`config.mk`:
```
export PLATFORM = sky130hd
export DESIGN_NAME = auto_att_ctrl
export DESIGN_NICKNAME = d
export VERILOG_FILES = /design/src/rtl/auto_att_pkg.sv /design/src/rtl/auto_att_ctrl_cdc_sync.sv /design/src/rtl/auto_att_ctrl.sv
export SDC_FILE = /design/constraint.sdc
export NUM_CORES = 1
export LEC_CHECK = 0
export ABC_AREA = 1
export CORE_MARGIN = 8
export CORE_UTILIZATION = 40
export DETAILED_ROUTE_END_ITERATION = 10
export PLACE_DENSITY = 0.67
export RECOVER_POWER = 100
export SLEW_MARGIN = 25
export SYNTH_ARGS = -nofsm -noshare
export SYNTH_HDL_FRONTEND = slang
export SYNTH_SLANG_ARGS = --single-unit
```
`constraint.sdc`:
```
create_clock -name clock -period 4.7 [get_ports clock]
set_input_delay 0.94 -clock clock [delete_from_list [all_inputs] [get_ports clock]]
set_output_delay 0.94 -clock clock [all_outputs]
set_load 0.05 [all_outputs]
```
`src/rtl/auto_att_pkg.sv`:
```
// Shared types and constants for the automatic attenuator controller.
package auto_att_pkg;

  typedef enum logic [1:0] {
    IDLE,
    HOLD,
    DECAY
  } state_t;

  localparam int ATT_W   = 5;
  localparam int ATT_MAX = 31;
  localparam int TIMER_W = 32;

  // Saturating add so an attack near full scale pins at ATT_MAX instead of wrapping.
  function automatic logic [ATT_W-1:0] sat_add(input logic [ATT_W-1:0] a, input int step);
    int sum;
    sum = int'(a) + step;
    return (sum > ATT_MAX) ? ATT_W'(ATT_MAX) : ATT_W'(sum);
  endfunction

endpackage

```
`src/rtl/auto_att_ctrl_cdc_sync.sv`:
```
// Two-flop synchronizer for asynchronous level inputs.
module cdc_sync #(
  parameter int WIDTH = 1
) (
  input  logic             clock,
  input  logic             reset,
  input  logic [WIDTH-1:0] d,
  output logic [WIDTH-1:0] q
);

  logic [WIDTH-1:0] meta;

  always_ff @(posedge clock) begin
    if (!reset) begin
      meta <= '0;
      q    <= '0;
    end else begin
      meta <= d;
      q    <= meta;
    end
  end

endmodule

```
`src/rtl/auto_att_ctrl.sv`:
```
// Automatic attenuation control: step up on ADC overrange, hold, then release 1 dB at a time.
// Defining AUTO_ATT_CLIP_LED_EN adds a clip indicator stretched by its own timer.
module auto_att_ctrl
  import auto_att_pkg::*;
#(
  parameter int STEP_DB      = 3,
  parameter int HOLD_CYCLES  = 40000,
  parameter int DECAY_CYCLES = 20000
) (
  input  logic             clock,
  input  logic             reset,
  input  logic             run,
  input  logic             auto_en,
  input  logic             adc_overrange,
  input  logic [ATT_W-1:0] manual_att,
  input  logic             att_busy,
  output logic [ATT_W-1:0] att_value,
  output logic             att_load,
  output logic             clip_led
);

  logic               ovf;
  state_t             state;
  logic [ATT_W-1:0]   cur_att;
  logic [ATT_W-1:0]   floor_att;
  logic [ATT_W-1:0]   next_att;
  logic               pending;
  logic               load_now;
  logic               auto_mode;
  logic               timer_done;
  logic [TIMER_W-1:0] timer;

  cdc_sync #(.WIDTH(1)) ovf_sync (
    .clock(clock),
    .reset(reset),
    .d    (adc_overrange),
    .q    (ovf)
  );

  // manual_att acts as a floor, so attacks and releases are computed from the raised value.
  always_comb begin
    auto_mode  = run && auto_en;
    load_now   = pending && !att_busy;
    timer_done = timer <= TIMER_W'(1);
    floor_att  = (manual_att > cur_att) ? manual_att : cur_att;
    next_att   = floor_att;
    if (!auto_mode)
      next_att = manual_att;
    else if (ovf)
      next_att = pending ? floor_att : sat_add(floor_att, STEP_DB);
    else if (state == DECAY && floor_att != manual_att && timer_done)
      next_att = floor_att - ATT_W'(1);
  end

  always_ff @(posedge clock) begin
    if (!reset) begin
      state     <= IDLE;
      cur_att   <= '0;
      pending   <= 1'b1;
      timer     <= '0;
      att_value <= '0;
      att_load  <= 1'b0;
    end else begin
      att_load <= load_now;
      if (load_now)
        att_value <= cur_att;
      cur_att <= next_att;
      // A change landing on a load cycle keeps pending so the newer value follows.
      pending <= (pending && !load_now) || (next_att != cur_att);
      if (!auto_mode) begin
        state <= IDLE;
        timer <= '0;
      end else if (ovf) begin
        state <= HOLD;
        timer <= TIMER_W'(HOLD_CYCLES);
      end else begin
        case (state)
          HOLD: begin
            if (timer_done) begin
              if (floor_att > manual_att) begin
                state <= DECAY;
                timer <= TIMER_W'(DECAY_CYCLES);
              end else begin
                state <= IDLE;
                timer <= '0;
              end
            end else begin
              timer <= timer - TIMER_W'(1);
            end
          end
          DECAY: begin
            if (floor_att == manual_att || (timer_done && next_att == manual_att)) begin
              state <= IDLE;
              timer <= '0;
            end else if (timer_done) begin
              timer <= TIMER_W'(DECAY_CYCLES);
            end else begin
              timer <= timer - TIMER_W'(1);
            end
          end
          default: begin
            state <= IDLE;
            timer <= '0;
          end
        endcase
      end
    end
  end

`ifdef AUTO_ATT_CLIP_LED_EN
  logic [TIMER_W-1:0] led_timer;

  always_ff @(posedge clock) begin
    if (!reset || !run)
      led_timer <= '0;
    else if (ovf)
      led_timer <= TIMER_W'(HOLD_CYCLES);
    else if (led_timer != '0)
      led_timer <= led_timer - TIMER_W'(1);
  end

  assign clip_led = reset && run && (led_timer != '0);
`else
  assign clip_led = 1'b0;
`endif

endmodule

```
# Word-level counts from Yosys, hierarchy flattened
# Index checks and enable logic that the tools add are counted.
# word_totals
in_bits	11
regBits	48
word_cells	60
# classes
n_eq_ne	10
bitwise	2
order_cmp	4
mux	17
add_sub_neg	3
n_reduce_logical	14
# op_table
cell	n
two-way mux 32 bit	3
case mux 32 bit (2 select lines)	1
<= comparator 32 x 1 -> 1 bit, second input constant	1
subtractor 32 x 1 -> 32 bit, second input constant	1
two-way mux 5 bit	6
two-way mux 16 bit	1
two-way mux 15 bit	1
equality test 5 bit	2
greater-than comparator 5 bit	2
inequality test 5 bit	2
adder 5 x 2 -> 6 bit, second input constant	1
greater-than comparator 6 x 5 -> 1 bit, second input constant	1
logical AND 1 bit	6
two-way mux 2 bit	3
AND reduction 2 bit	3
subtractor 5 x 1 -> 5 bit, second input constant	1
case mux 2 bit (2 select lines)	1
inequality test 3 x 1 -> 1 bit, second input constant	1
inequality test 3 x 2 -> 1 bit, second input constant	1
OR reduction 3 bit	1
equality test 2 x 1 -> 1 bit, second input constant	1
equality test 2 bit, second input constant	1
logical NOT 1 bit	2
logical OR 1 bit	2
other kinds (4)	5

# Longest topological paths before layout
# Gate-level depths: netlist (run 1).
# depth
ltp_word	14
depth_mapped	31
depth_no_buf	30

# Modules after synthesis
# From an unflattened synthesis (run 1), not the netlist that was laid out.
# unflattened
hier_cells	476
hier_area_um2	3178.0
# modules_own_cells
mod	instances	area_per_inst_um2	cells_each
auto_att_ctrl	1	3123.0	470
cdc_sync	1	55.1	6

# Worst setup path after synthesis (run 1)
# No wires, ideal clock.
# synth_timing
path_type	input -> register
start	input port manual_att[4]
end	register timer[14]
slack_ps	843
stages	27
setup_ps	123
n_path_buf	1
arrival_time_ps	3734
path_cell_list	ha_1 -> nand2_1 -> inv_1 -> nand2_1 -> nand3_1 -> buf_4 -> o21ai_0 -> inv_1 -> ha_1 -> nand4_1 -> inv_1 -> nand2_1 -> nand2_1 -> inv_1 -> nand3_2 -> inv_1 -> nand3_1 -> a21oi_1 -> nand2_1 -> nand2_1 -> nor2_1 -> nor2_1 -> nand3_1 -> nand2_1 -> nand2_2 -> nand3_2 -> nor2_1
# synth_via
elab_chain_len	13
# synth_rtl
element	line	text
start, declared	auto_att_ctrl.sv:15	input logic [ATT_W-1:0] manual_att,
greater-than comparator 5 bit	auto_att_ctrl.sv:45	floor_att = (manual_att > cur_att) ? manual_att : cur_att;
two-way mux 5 bit	auto_att_ctrl.sv:45	
adder 5 x 2 -> 6 bit / inequality test 5 bit (equally long branches)	auto_att_pkg.sv:17, auto_att_ctrl.sv:51	
greater-than comparator 6 x 5 -> 1 bit / logical AND 1 bit (equally long branches)	auto_att_pkg.sv:18, auto_att_ctrl.sv:51	
two-way mux 5 bit / logical AND 1 bit (equally long branches)	auto_att_pkg.sv:18, auto_att_ctrl.sv:51	
two-way mux 5 bit, on equally long branches	auto_att_ctrl.sv:50, auto_att_ctrl.sv:51	
two-way mux 5 bit	auto_att_ctrl.sv:49	else if (ovf)
two-way mux 5 bit	auto_att_ctrl.sv:47	if (!auto_mode)
equality test 5 bit	auto_att_ctrl.sv:92	if (floor_att == manual_att || (timer_done && next_att == manual_att)) begin
logical AND 1 bit	auto_att_ctrl.sv:92	
logical OR 1 bit	auto_att_ctrl.sv:92	
two-way mux 32 bit	auto_att_ctrl.sv:92	
case mux 32 bit (2 select lines) (*)	auto_att_ctrl.sv:77	case (state)
end signal, assigned	auto_att_ctrl.sv:75	timer <= TIMER_W'(HOLD_CYCLES);
end signal, assigned	auto_att_ctrl.sv:82	timer <= TIMER_W'(DECAY_CYCLES);
end signal, assigned	auto_att_ctrl.sv:96	timer <= TIMER_W'(DECAY_CYCLES);
end, declared	auto_att_ctrl.sv:31	logic [TIMER_W-1:0] timer;
# Every way passes the cells marked *; elsewhere a longest branch is shown, timed or not.
# A chain may end at the register's enable or synchronous reset.

# Worst setup path in the final report (run 1)
# layout_timing
start	input port manual_att[3]
end	register timer[11]
# layout_via
elab_chain_len	14
# layout_rtl
element	line	text
greater-than comparator 5 bit	auto_att_ctrl.sv:45	
two-way mux 5 bit	auto_att_ctrl.sv:45	
adder 5 x 2 -> 6 bit / inequality test 5 bit (equally long branches)	auto_att_pkg.sv:17, auto_att_ctrl.sv:51	
greater-than comparator 6 x 5 -> 1 bit / logical AND 1 bit (equally long branches)	auto_att_pkg.sv:18, auto_att_ctrl.sv:51	
two-way mux 5 bit / logical AND 1 bit (equally long branches)	auto_att_pkg.sv:18, auto_att_ctrl.sv:51	
two-way mux 5 bit, on equally long branches	auto_att_ctrl.sv:50, auto_att_ctrl.sv:51	
two-way mux 5 bit	auto_att_ctrl.sv:49	
two-way mux 5 bit	auto_att_ctrl.sv:47	
equality test 5 bit	auto_att_ctrl.sv:92	
logical AND 1 bit	auto_att_ctrl.sv:92	
logical OR 1 bit	auto_att_ctrl.sv:92	
two-way mux 32 bit	auto_att_ctrl.sv:92	
case mux 32 bit (2 select lines) (*)	auto_att_ctrl.sv:77	
two-way mux 16 bit (*)	auto_att_ctrl.sv:73	end else if (ovf) begin
# Marks and branches as above.

==> impl_metrics.xml, run 1 <==
<?xml version="1.0" encoding="UTF-8"?>
<metrics>
  <group name="clocking">
    <metric name="tritoncts" unit="">built</metric>
    <metric name="clkLatencyLatePin" unit="ns">0.30</metric>
    <metric name="ctsRootBufferMaster" unit="">sky130_fd_sc_hd__clkbuf_8</metric>
    <metric name="cts_sinks" unit="">48</metric>
    <metric name="worst_setup_hold_path_clk_slew" unit="ns">0.08</metric>
    <metric name="cts-root-to-sink-buffers" unit="">2</metric>
    <metric name="post-cts-setup-buffer-count" unit="">0</metric>
    <metric name="cts_made_buffers" unit="">5</metric>
    <metric name="clock_tree.htree_level_count" unit="">2</metric>
  </group>
  <group name="timing">
    <metric name="slack_of_the_critical_path" unit="ns">0.3227</metric>
    <metric name="worstMarginPinSlew" unit="ns">0.6152</metric>
    <metric name="hold_violations" unit="">0</metric>
    <metric name="finalMaxSlewViolations" unit="">0</metric>
    <metric name="total_setup_violations_reported_at_the_end_of_the_flow" unit="">0</metric>
    <metric name="rsz_0062_raised_after_global_routing" unit="">no</metric>
    <metric name="worst_clock_skew" unit="ns">0.008232</metric>
    <metric name="setup_tns" unit="ns">0</metric>
    <metric name="timing.final.crit_share" unit="%">93.13</metric>
    <metric name="maxSlewHeadroom" unit="%">58.98</metric>
    <metric name="period_minus_slack" unit="ns">4.377</metric>
    <metric name="fmax" unit="GHz">0.2285</metric>
  </group>
  <group name="outcome">
    <metric name="run_status" unit="">finished clean</metric>
  </group>
  <group name="worst_setup_path">
    <metric name="launching_element_type_of_the_critical_path" unit="">input port</metric>
    <metric name="cpPeakStageDelay" unit="ns">0.48</metric>
    <metric name="timing_worst_setup_path_type" unit="">in -&gt; reg</metric>
    <metric name="timing.rr.end" unit="">timer[11]</metric>
    <metric name="buf_inv_stages_crit_path" unit="">5</metric>
    <metric name="cell_seen_most_often_among_critical_path_stages" unit="">sky130_fd_sc_hd__nand2_1</metric>
    <metric name="timing.reg2reg.setup_slack" unit="ns">0.97</metric>
    <metric name="path_delay_family" unit="">simple AND/OR/NAND/NOR gates</metric>
    <metric name="critical_path_required" unit="ns">4.89</metric>
    <metric name="critPathMaxFanout" unit="">8</metric>
    <metric name="worst-endpoint-arrival" unit="ns">4.56</metric>
    <metric name="reg2reg_from" unit="">cur_att[3]</metric>
    <metric name="end_kind" unit="">flop</metric>
    <metric name="r2r.worst_path.cells" unit="">31</metric>
    <metric name="slowest_stage" unit="">sky130_fd_sc_hd__clkdlybuf4s50_1</metric>
  </group>
  <group name="detailed_routing">
    <metric name="remaining_drc_errors" unit="">0</metric>
    <metric name="drt_iter0_drc" unit="">158</metric>
    <metric name="num_vias" unit="">2949</metric>
    <metric name="final_antenna_violating_net_count" unit="">0</metric>
    <metric name="wire_per_inst" unit="um">11.98</metric>
    <metric name="detail_route.vias_per_cell" unit="">4.915</metric>
    <metric name="drt_first_pass_iters" unit="">4</metric>
    <metric name="wirelength" unit="um">7188</metric>
  </group>
  <group name="final_layout">
    <metric name="layout-area-overhead-vs-synth" unit="%">14.23</metric>
    <metric name="most-common-layout-cells" unit="">sky130_fd_sc_hd__nand2_1 (100), sky130_fd_sc_hd__nor2_1 (82), sky130_fd_sc_hd__inv_1 (58)</metric>
    <metric name="finish.cell_count_without_fillers" unit="">600</metric>
    <metric name="drive_above_1_share" unit="%">9.438</metric>
    <metric name="layout_commonest_cell" unit="">sky130_fd_sc_hd__nand2_1</metric>
    <metric name="layout_net_count" unit="">524</metric>
    <metric name="antenna_cells" unit="">0</metric>
    <metric name="stdcell_area" unit="um2">3525</metric>
  </group>
  <group name="power">
    <metric name="max-vdd-ir-drop" unit="mV">0.1565</metric>
    <metric name="p_leak" unit="nW">1.872</metric>
    <metric name="power-per-cell-area" unit="nW/um2">247.3</metric>
  </group>
  <group name="placement">
    <metric name="dpl_cell_area" unit="um2">3442</metric>
    <metric name="dp.cells" unit="">593</metric>
    <metric name="dp_worst_setup_slack" unit="ns">0.01176</metric>
    <metric name="globalplace.congestion" unit="">0.8966</metric>
    <metric name="detailedPlacementHpwl" unit="um">5682</metric>
    <metric name="io_buffer_count" unit="">16</metric>
  </group>
  <group name="global_route">
    <metric name="overflow" unit="">0</metric>
    <metric name="vias_in_the_first_global_route" unit="">2735</metric>
    <metric name="maximum_number_of_pins_on_one_net_before_global_route_repair" unit="">14</metric>
    <metric name="initial_antenna_violation_count" unit="">0</metric>
    <metric name="track_usage" unit="%">13.02</metric>
    <metric name="grt_pass1_wl" unit="um">11910</metric>
  </group>
  <group name="logic_synthesis">
    <metric name="yosys.area.top_type_share" unit="%">31.14</metric>
    <metric name="postSynth.asyncResetShare" unit="%">0</metric>
    <metric name="post_synth_mux_area_share" unit="%">0</metric>
    <metric name="yosysWarnings" unit="">0</metric>
    <metric name="synth-adder-area-share" unit="%">6.083</metric>
    <metric name="postSynthAreaPerCell" unit="um2">6.621</metric>
    <metric name="synth_simple_gate_area_share" unit="%">39.01</metric>
    <metric name="yosys.area.top_type" unit="">sky130_fd_sc_hd__dfxtp_1</metric>
    <metric name="synth-seq-cells" unit="">48</metric>
    <metric name="synth_top_cells_by_area" unit="">sky130_fd_sc_hd__dfxtp_1 (31%), sky130_fd_sc_hd__nand2_1 (12%), sky130_fd_sc_hd__nor2_1 (10%)</metric>
    <metric name="synth_ff_type" unit="">sky130_fd_sc_hd__dfxtp_1</metric>
    <metric name="synth.cell_area" unit="um2">3085</metric>
    <metric name="postSynthCellCount" unit="">466</metric>
    <metric name="synth-xor-area-share" unit="%">5.677</metric>
    <metric name="synth.distinct_cells" unit="">36</metric>
    <metric name="sequential_cell_area_fraction_in_the_yosys_report" unit="%">31.14</metric>
    <metric name="mappedNetlistNets" unit="">492</metric>
    <metric name="dominant_combinational_cell_family_by_area_after_synthesis" unit="">simple AND/OR/NAND/NOR gates</metric>
    <metric name="synth-edff-count" unit="">0</metric>
    <metric name="synth-compound-area-share" unit="%">9.124</metric>
  </group>
  <group name="floorplan">
    <metric name="initial_utilization" unit="%">40.56</metric>
    <metric name="design.die.area" unit="um2">10780</metric>
    <metric name="design.portCount" unit="">18</metric>
    <metric name="floorplan.rows" unit="">32</metric>
    <metric name="die_width" unit="um">103.8</metric>
    <metric name="dieHeight" unit="um">103.8</metric>
    <metric name="core_area" unit="um2">7607</metric>
  </group>
  <group name="hold_path">
    <metric name="hold_start" unit="">ovf_sync.meta</metric>
    <metric name="hold_path_class" unit="">reg -&gt; reg</metric>
    <metric name="worst_hold_path.endpoint" unit="">ovf_sync.q</metric>
    <metric name="hold_path_depth" unit="">2</metric>
  </group>
  <group name="job">
    <metric name="cap_violations" unit="">0</metric>
  </group>
</metrics>
[synthesized netlist by cell type (3+ instances only)]
cell type	count
sky130_fd_sc_hd__nand2_1	100
sky130_fd_sc_hd__nor2_1	82
sky130_fd_sc_hd__inv_1	58
sky130_fd_sc_hd__dfxtp_1	48
sky130_fd_sc_hd__nand3_1	39
sky130_fd_sc_hd__a21oi_1	23
sky130_fd_sc_hd__o21ai_0	20
sky130_fd_sc_hd__xor2_1	17
sky130_fd_sc_hd__ha_1	15
sky130_fd_sc_hd__nor2_2	8
sky130_fd_sc_hd__nand4_1	6
sky130_fd_sc_hd__nor3_1	6
sky130_fd_sc_hd__nand2_2	5
sky130_fd_sc_hd__nand3_2	5
sky130_fd_sc_hd__buf_4	3
sky130_fd_sc_hd__nor2_4	3
sky130_fd_sc_hd__xnor2_1	3
[registers in the layout (all words and copies together) (netlist names)]
name	flops
ovf_sync.q	1
pending	1
att_value	5
cur_att	5
att_load	1
timer	32
state	2
ovf_sync.meta	1
[power by group]
group	internal, mW	switching, mW	total (mW)
clock	0.101	0.127	0.229
combinational	0.0823	0.140	0.222
sequential	0.415	0.00610	0.421
total	0.598	0.274	0.872
[stage by stage]
stage	utilization (%)	hold slack [ns]	total power [mW]
floorplan	-	0.3900	0.5796
global placement	45.25	0.4070	0.6475
detailed placement	45.25	0.4118	0.6505
CTS	46.27	0.4329	0.8822
global route	46.33	0.4655	0.9251
finish	46.33	0.4265	0.8718
[how the worst max path moves through the flow]
stage                       start   endpoint  slack [ns]  depth (start not counted)
floorplan           manual_att[4]  timer[14]        0.84                         27
global placement    manual_att[4]  timer[14]        0.16                         29
detailed placement  manual_att[3]  timer[14]        0.01                         31
CTS                 manual_att[3]  timer[14]        0.33                         31
global route        manual_att[3]  timer[11]        0.02                         31
finish              manual_att[3]  timer[11]        0.32                         31
[routing by layer]
metal / up-vias / global-route usage (%) / wire, um
met2: 58 / 22.32 / 3384
met5: - / 0 / 0
met4: 0 / 5.688 / 167
met3: 13 / 2.169 / 282
met1: 1327 / 15.62 / 3353
li1: 1551 / - / -
[final cells by class]
class,count,area [um2]
well taps,102,127.6
clock buffers,6,72.57
flip-flops and latches,48,960.9
inverters,61,229.0
clock inverters,1,5.005
multi-input cells,351,1864
repair buffers,31,265.3
fillers,796,4083
[worst register-to-register path: cells and delay by family, from the launching register on]
family	cells	cell delay, ns
buf+inv	5	0.51
simple gates	23	2.10
flops	1	0.38
fa+ha+maj	2	0.59
compound gates	1	0.06
[timing repair]
| action | CTS | global route |
|---|---|---|
| endpoints found under the setup margin | 0 | 5 |
| hold buffers | 0 | 0 |
| resized for setup | 0 | 2 |
[cells by family after synthesis]
kind of cell             Yosys count
AO/OA/AOI/OAI                     52
XOR/XNOR                          20
adder cells (fa/ha/maj)           15
buffers and inverters             67
flip-flops                        48
other                              1
AND/OR/NAND/NOR                  263
Note: power is estimated with default switching activity, not from simulation.
==> inputs of run 2 (changes only) <==
--- a/config.mk
+++ b/config.mk
@@ -8,9 +8,11 @@
 export ABC_AREA = 1
 export CORE_MARGIN = 8
 export CORE_UTILIZATION = 40
+export CTS_CLUSTER_SIZE = 28
 export DETAILED_ROUTE_END_ITERATION = 10
 export PLACE_DENSITY = 0.67
 export RECOVER_POWER = 100
+export REMOVE_ABC_BUFFERS = 1
 export SLEW_MARGIN = 25
 export SYNTH_ARGS = -nofsm -noshare
 export SYNTH_HDL_FRONTEND = slang
==> run 2 against run 1 <==
Sequential share of layout area down 0.12 points. Critical path depth unchanged. Combinational power about the same. Count of clock-buffer cells in the layout increased by 2. Cell count stayed put.
==> impl_metrics.xml, run 2 (same netlist as run 1, synthesis figures left out) <==
<?xml version="1.0" encoding="UTF-8"?>
<metrics>
  <group name="timing">
    <metric name="worst_clock_skew" unit="ns">0.002497</metric>
    <metric name="hold_violations" unit="">0</metric>
    <metric name="maxSlewHeadroom" unit="%">63.92</metric>
    <metric name="rsz_0062_raised_after_global_routing" unit="">no</metric>
    <metric name="worstMarginPinSlew" unit="ns">0.5392</metric>
    <metric name="total_setup_violations_reported_at_the_end_of_the_flow" unit="">0</metric>
    <metric name="timing.final.crit_share" unit="%">92.80</metric>
    <metric name="period_minus_slack" unit="ns">4.362</metric>
    <metric name="finalMaxSlewViolations" unit="">0</metric>
    <metric name="fmax" unit="GHz">0.2293</metric>
    <metric name="finalHoldWorstSlack" unit="ns">0.4282</metric>
    <metric name="setup_tns" unit="ns">0</metric>
  </group>
  <group name="worst_setup_path">
    <metric name="critPathMaxFanout" unit="">9</metric>
    <metric name="r2r.worst_path.cells" unit="">31</metric>
    <metric name="timing_worst_setup_path_type" unit="">in -&gt; reg</metric>
    <metric name="cpPeakStageDelay" unit="ns">0.46</metric>
    <metric name="slowest_stage" unit="">sky130_fd_sc_hd__clkdlybuf4s50_1</metric>
    <metric name="worst-endpoint-arrival" unit="ns">4.54</metric>
    <metric name="end_kind" unit="">flop</metric>
    <metric name="critical_path_required" unit="ns">4.88</metric>
    <metric name="cell_seen_most_often_among_critical_path_stages" unit="">sky130_fd_sc_hd__nand2_1</metric>
    <metric name="launching_element_type_of_the_critical_path" unit="">input port</metric>
  </group>
  <group name="job">
    <metric name="cap_violations" unit="">0</metric>
  </group>
  <group name="detailed_routing">
    <metric name="drt_iter0_drc" unit="">234</metric>
    <metric name="remaining_drc_errors" unit="">0</metric>
    <metric name="num_vias" unit="">2948</metric>
    <metric name="final_antenna_violating_net_count" unit="">0</metric>
    <metric name="drt_first_pass_iters" unit="">6</metric>
    <metric name="wire_per_inst" unit="um">12.23</metric>
    <metric name="wirelength" unit="um">7340</metric>
    <metric name="detail_route.vias_per_cell" unit="">4.913</metric>
  </group>
  <group name="power">
    <metric name="p_leak" unit="nW">1.880</metric>
    <metric name="max-vdd-ir-drop" unit="mV">0.1350</metric>
    <metric name="power-per-cell-area" unit="nW/um2">251.8</metric>
  </group>
  <group name="clocking">
    <metric name="tritoncts" unit="">built</metric>
    <metric name="cts-root-to-sink-buffers" unit="">2</metric>
    <metric name="cts.repair.resized" unit="">0</metric>
    <metric name="worst_setup_hold_path_clk_slew" unit="ns">0.08</metric>
    <metric name="clock_tree.htree_level_count" unit="">2</metric>
    <metric name="cts_hold_buffers" unit="">0</metric>
    <metric name="cts_made_buffers" unit="">5</metric>
    <metric name="ctsRootBufferMaster" unit="">sky130_fd_sc_hd__clkbuf_8</metric>
    <metric name="cts_sinks" unit="">48</metric>
    <metric name="clkLatencyLatePin" unit="ns">0.29</metric>
    <metric name="post-cts-setup-buffer-count" unit="">0</metric>
  </group>
  <group name="final_layout">
    <metric name="antenna_cells" unit="">0</metric>
    <metric name="drive_above_1_share" unit="%">9.438</metric>
    <metric name="ff_latch_area" unit="um2">960.9</metric>
    <metric name="largest_reg_flops" unit="">32</metric>
    <metric name="finish.cell_count_without_fillers" unit="">600</metric>
    <metric name="layout_commonest_cell" unit="">sky130_fd_sc_hd__nand2_1</metric>
    <metric name="biggestRegsByFlops" unit="">timer: 32 flops, att_value: 5 flops, cur_att: 5 flops</metric>
    <metric name="fin_util" unit="%">46.53</metric>
    <metric name="max_flop_register" unit="">timer</metric>
    <metric name="final.fill_count" unit="">782</metric>
    <metric name="layout-area-overhead-vs-synth" unit="%">14.72</metric>
    <metric name="stdcell_area" unit="um2">3540</metric>
    <metric name="multi_input_comb_area" unit="um2">1872</metric>
    <metric name="most-common-layout-cells" unit="">sky130_fd_sc_hd__nand2_1 (100), sky130_fd_sc_hd__nor2_1 (82), sky130_fd_sc_hd__inv_1 (58)</metric>
    <metric name="layout_net_count" unit="">523</metric>
  </group>
  <group name="placement">
    <metric name="globalplace.congestion" unit="">0.9065</metric>
    <metric name="dp.cells" unit="">592</metric>
    <metric name="detailedPlacementHpwl" unit="um">5827</metric>
    <metric name="dpl_cell_area" unit="um2">3435</metric>
    <metric name="io_buffer_count" unit="">16</metric>
  </group>
  <group name="global_route">
    <metric name="overflow" unit="">0</metric>
    <metric name="grt_pass1_wl" unit="um">12700</metric>
    <metric name="initial_antenna_violation_count" unit="">0</metric>
    <metric name="maximum_number_of_pins_on_one_net_before_global_route_repair" unit="">14</metric>
    <metric name="vias_in_the_first_global_route" unit="">2837</metric>
    <metric name="track_usage" unit="%">13.62</metric>
  </group>
  <group name="floorplan">
    <metric name="dieHeight" unit="um">103.8</metric>
    <metric name="design.portCount" unit="">18</metric>
    <metric name="die_width" unit="um">103.8</metric>
    <metric name="design.die.area" unit="um2">10780</metric>
    <metric name="initial_utilization" unit="%">40.56</metric>
    <metric name="core_area" unit="um2">7607</metric>
    <metric name="floorplan.rows" unit="">32</metric>
  </group>
  <group name="outcome">
    <metric name="run_status" unit="">finished clean</metric>
  </group>
  <group name="hold_path">
    <metric name="hold_path_depth" unit="">2</metric>
    <metric name="hold_path_class" unit="">reg -&gt; reg</metric>
  </group>
</metrics>
[run 2: final cells by class]
type | count | area share (%)
multi-input cells | 351 | 52.88
repair buffers | 30 | 7.352
well taps | 102 | 3.606
clock buffers | 8 | 2.545
flip-flops and latches | 48 | 27.15
inverters | 61 | 6.469
[run 2: worst paths after layout]
kind / startpoint / to / slack [ns]
worst min-delay path: ovf_sync.meta / ovf_sync.q / 0.43
worst max-delay path: manual_att[3] / timer[14] / 0.34
worst min register to register: ovf_sync.meta / ovf_sync.q / 0.43
worst max register to register: cur_att[3] / timer[14] / 0.92
[run 2: through the flow]
| step | setup WS (ns) | total power [mW] |
|---|---|---|
| 2_1_floorplan | 0.7895 | 0.5752 |
| 3_3_place_gp | 0.1506 | 0.6476 |
| 3_5_place_dp | 0.02882 | 0.6490 |
| 4_1_cts | 0.3405 | 0.8968 |
| 5_1_grt | 0.01431 | 0.9437 |
| 6_report | 0.3382 | 0.8912 |
[run 2: layer usage]
layer / vias up / share of wire [%] / track usage (%)
li1: 1549 / - / -
met1: 1312 / 46 / 16.99
met2: 79 / 48 / 23.37
met3: 8 / 4.9 / 2.107
met4: 0 / 1.5 / 4.343
met5: - / 0 / 0
[run 2: power by group]
group | internal, mW | total, mW | switching, mW
clock | 0.120 | 0.248 | 0.128
sequential | 0.415 | 0.421 | 0.00640
combinational | 0.0824 | 0.222 | 0.140
total | 0.617 | 0.891 | 0.274
[run 2: worst max-delay path: cells and delay by family]
family,cells,cell delay [ns]
adders and majority gates,2,0.62
and+or+nand+nor,24,2.16
buffers and inverters,5,0.82
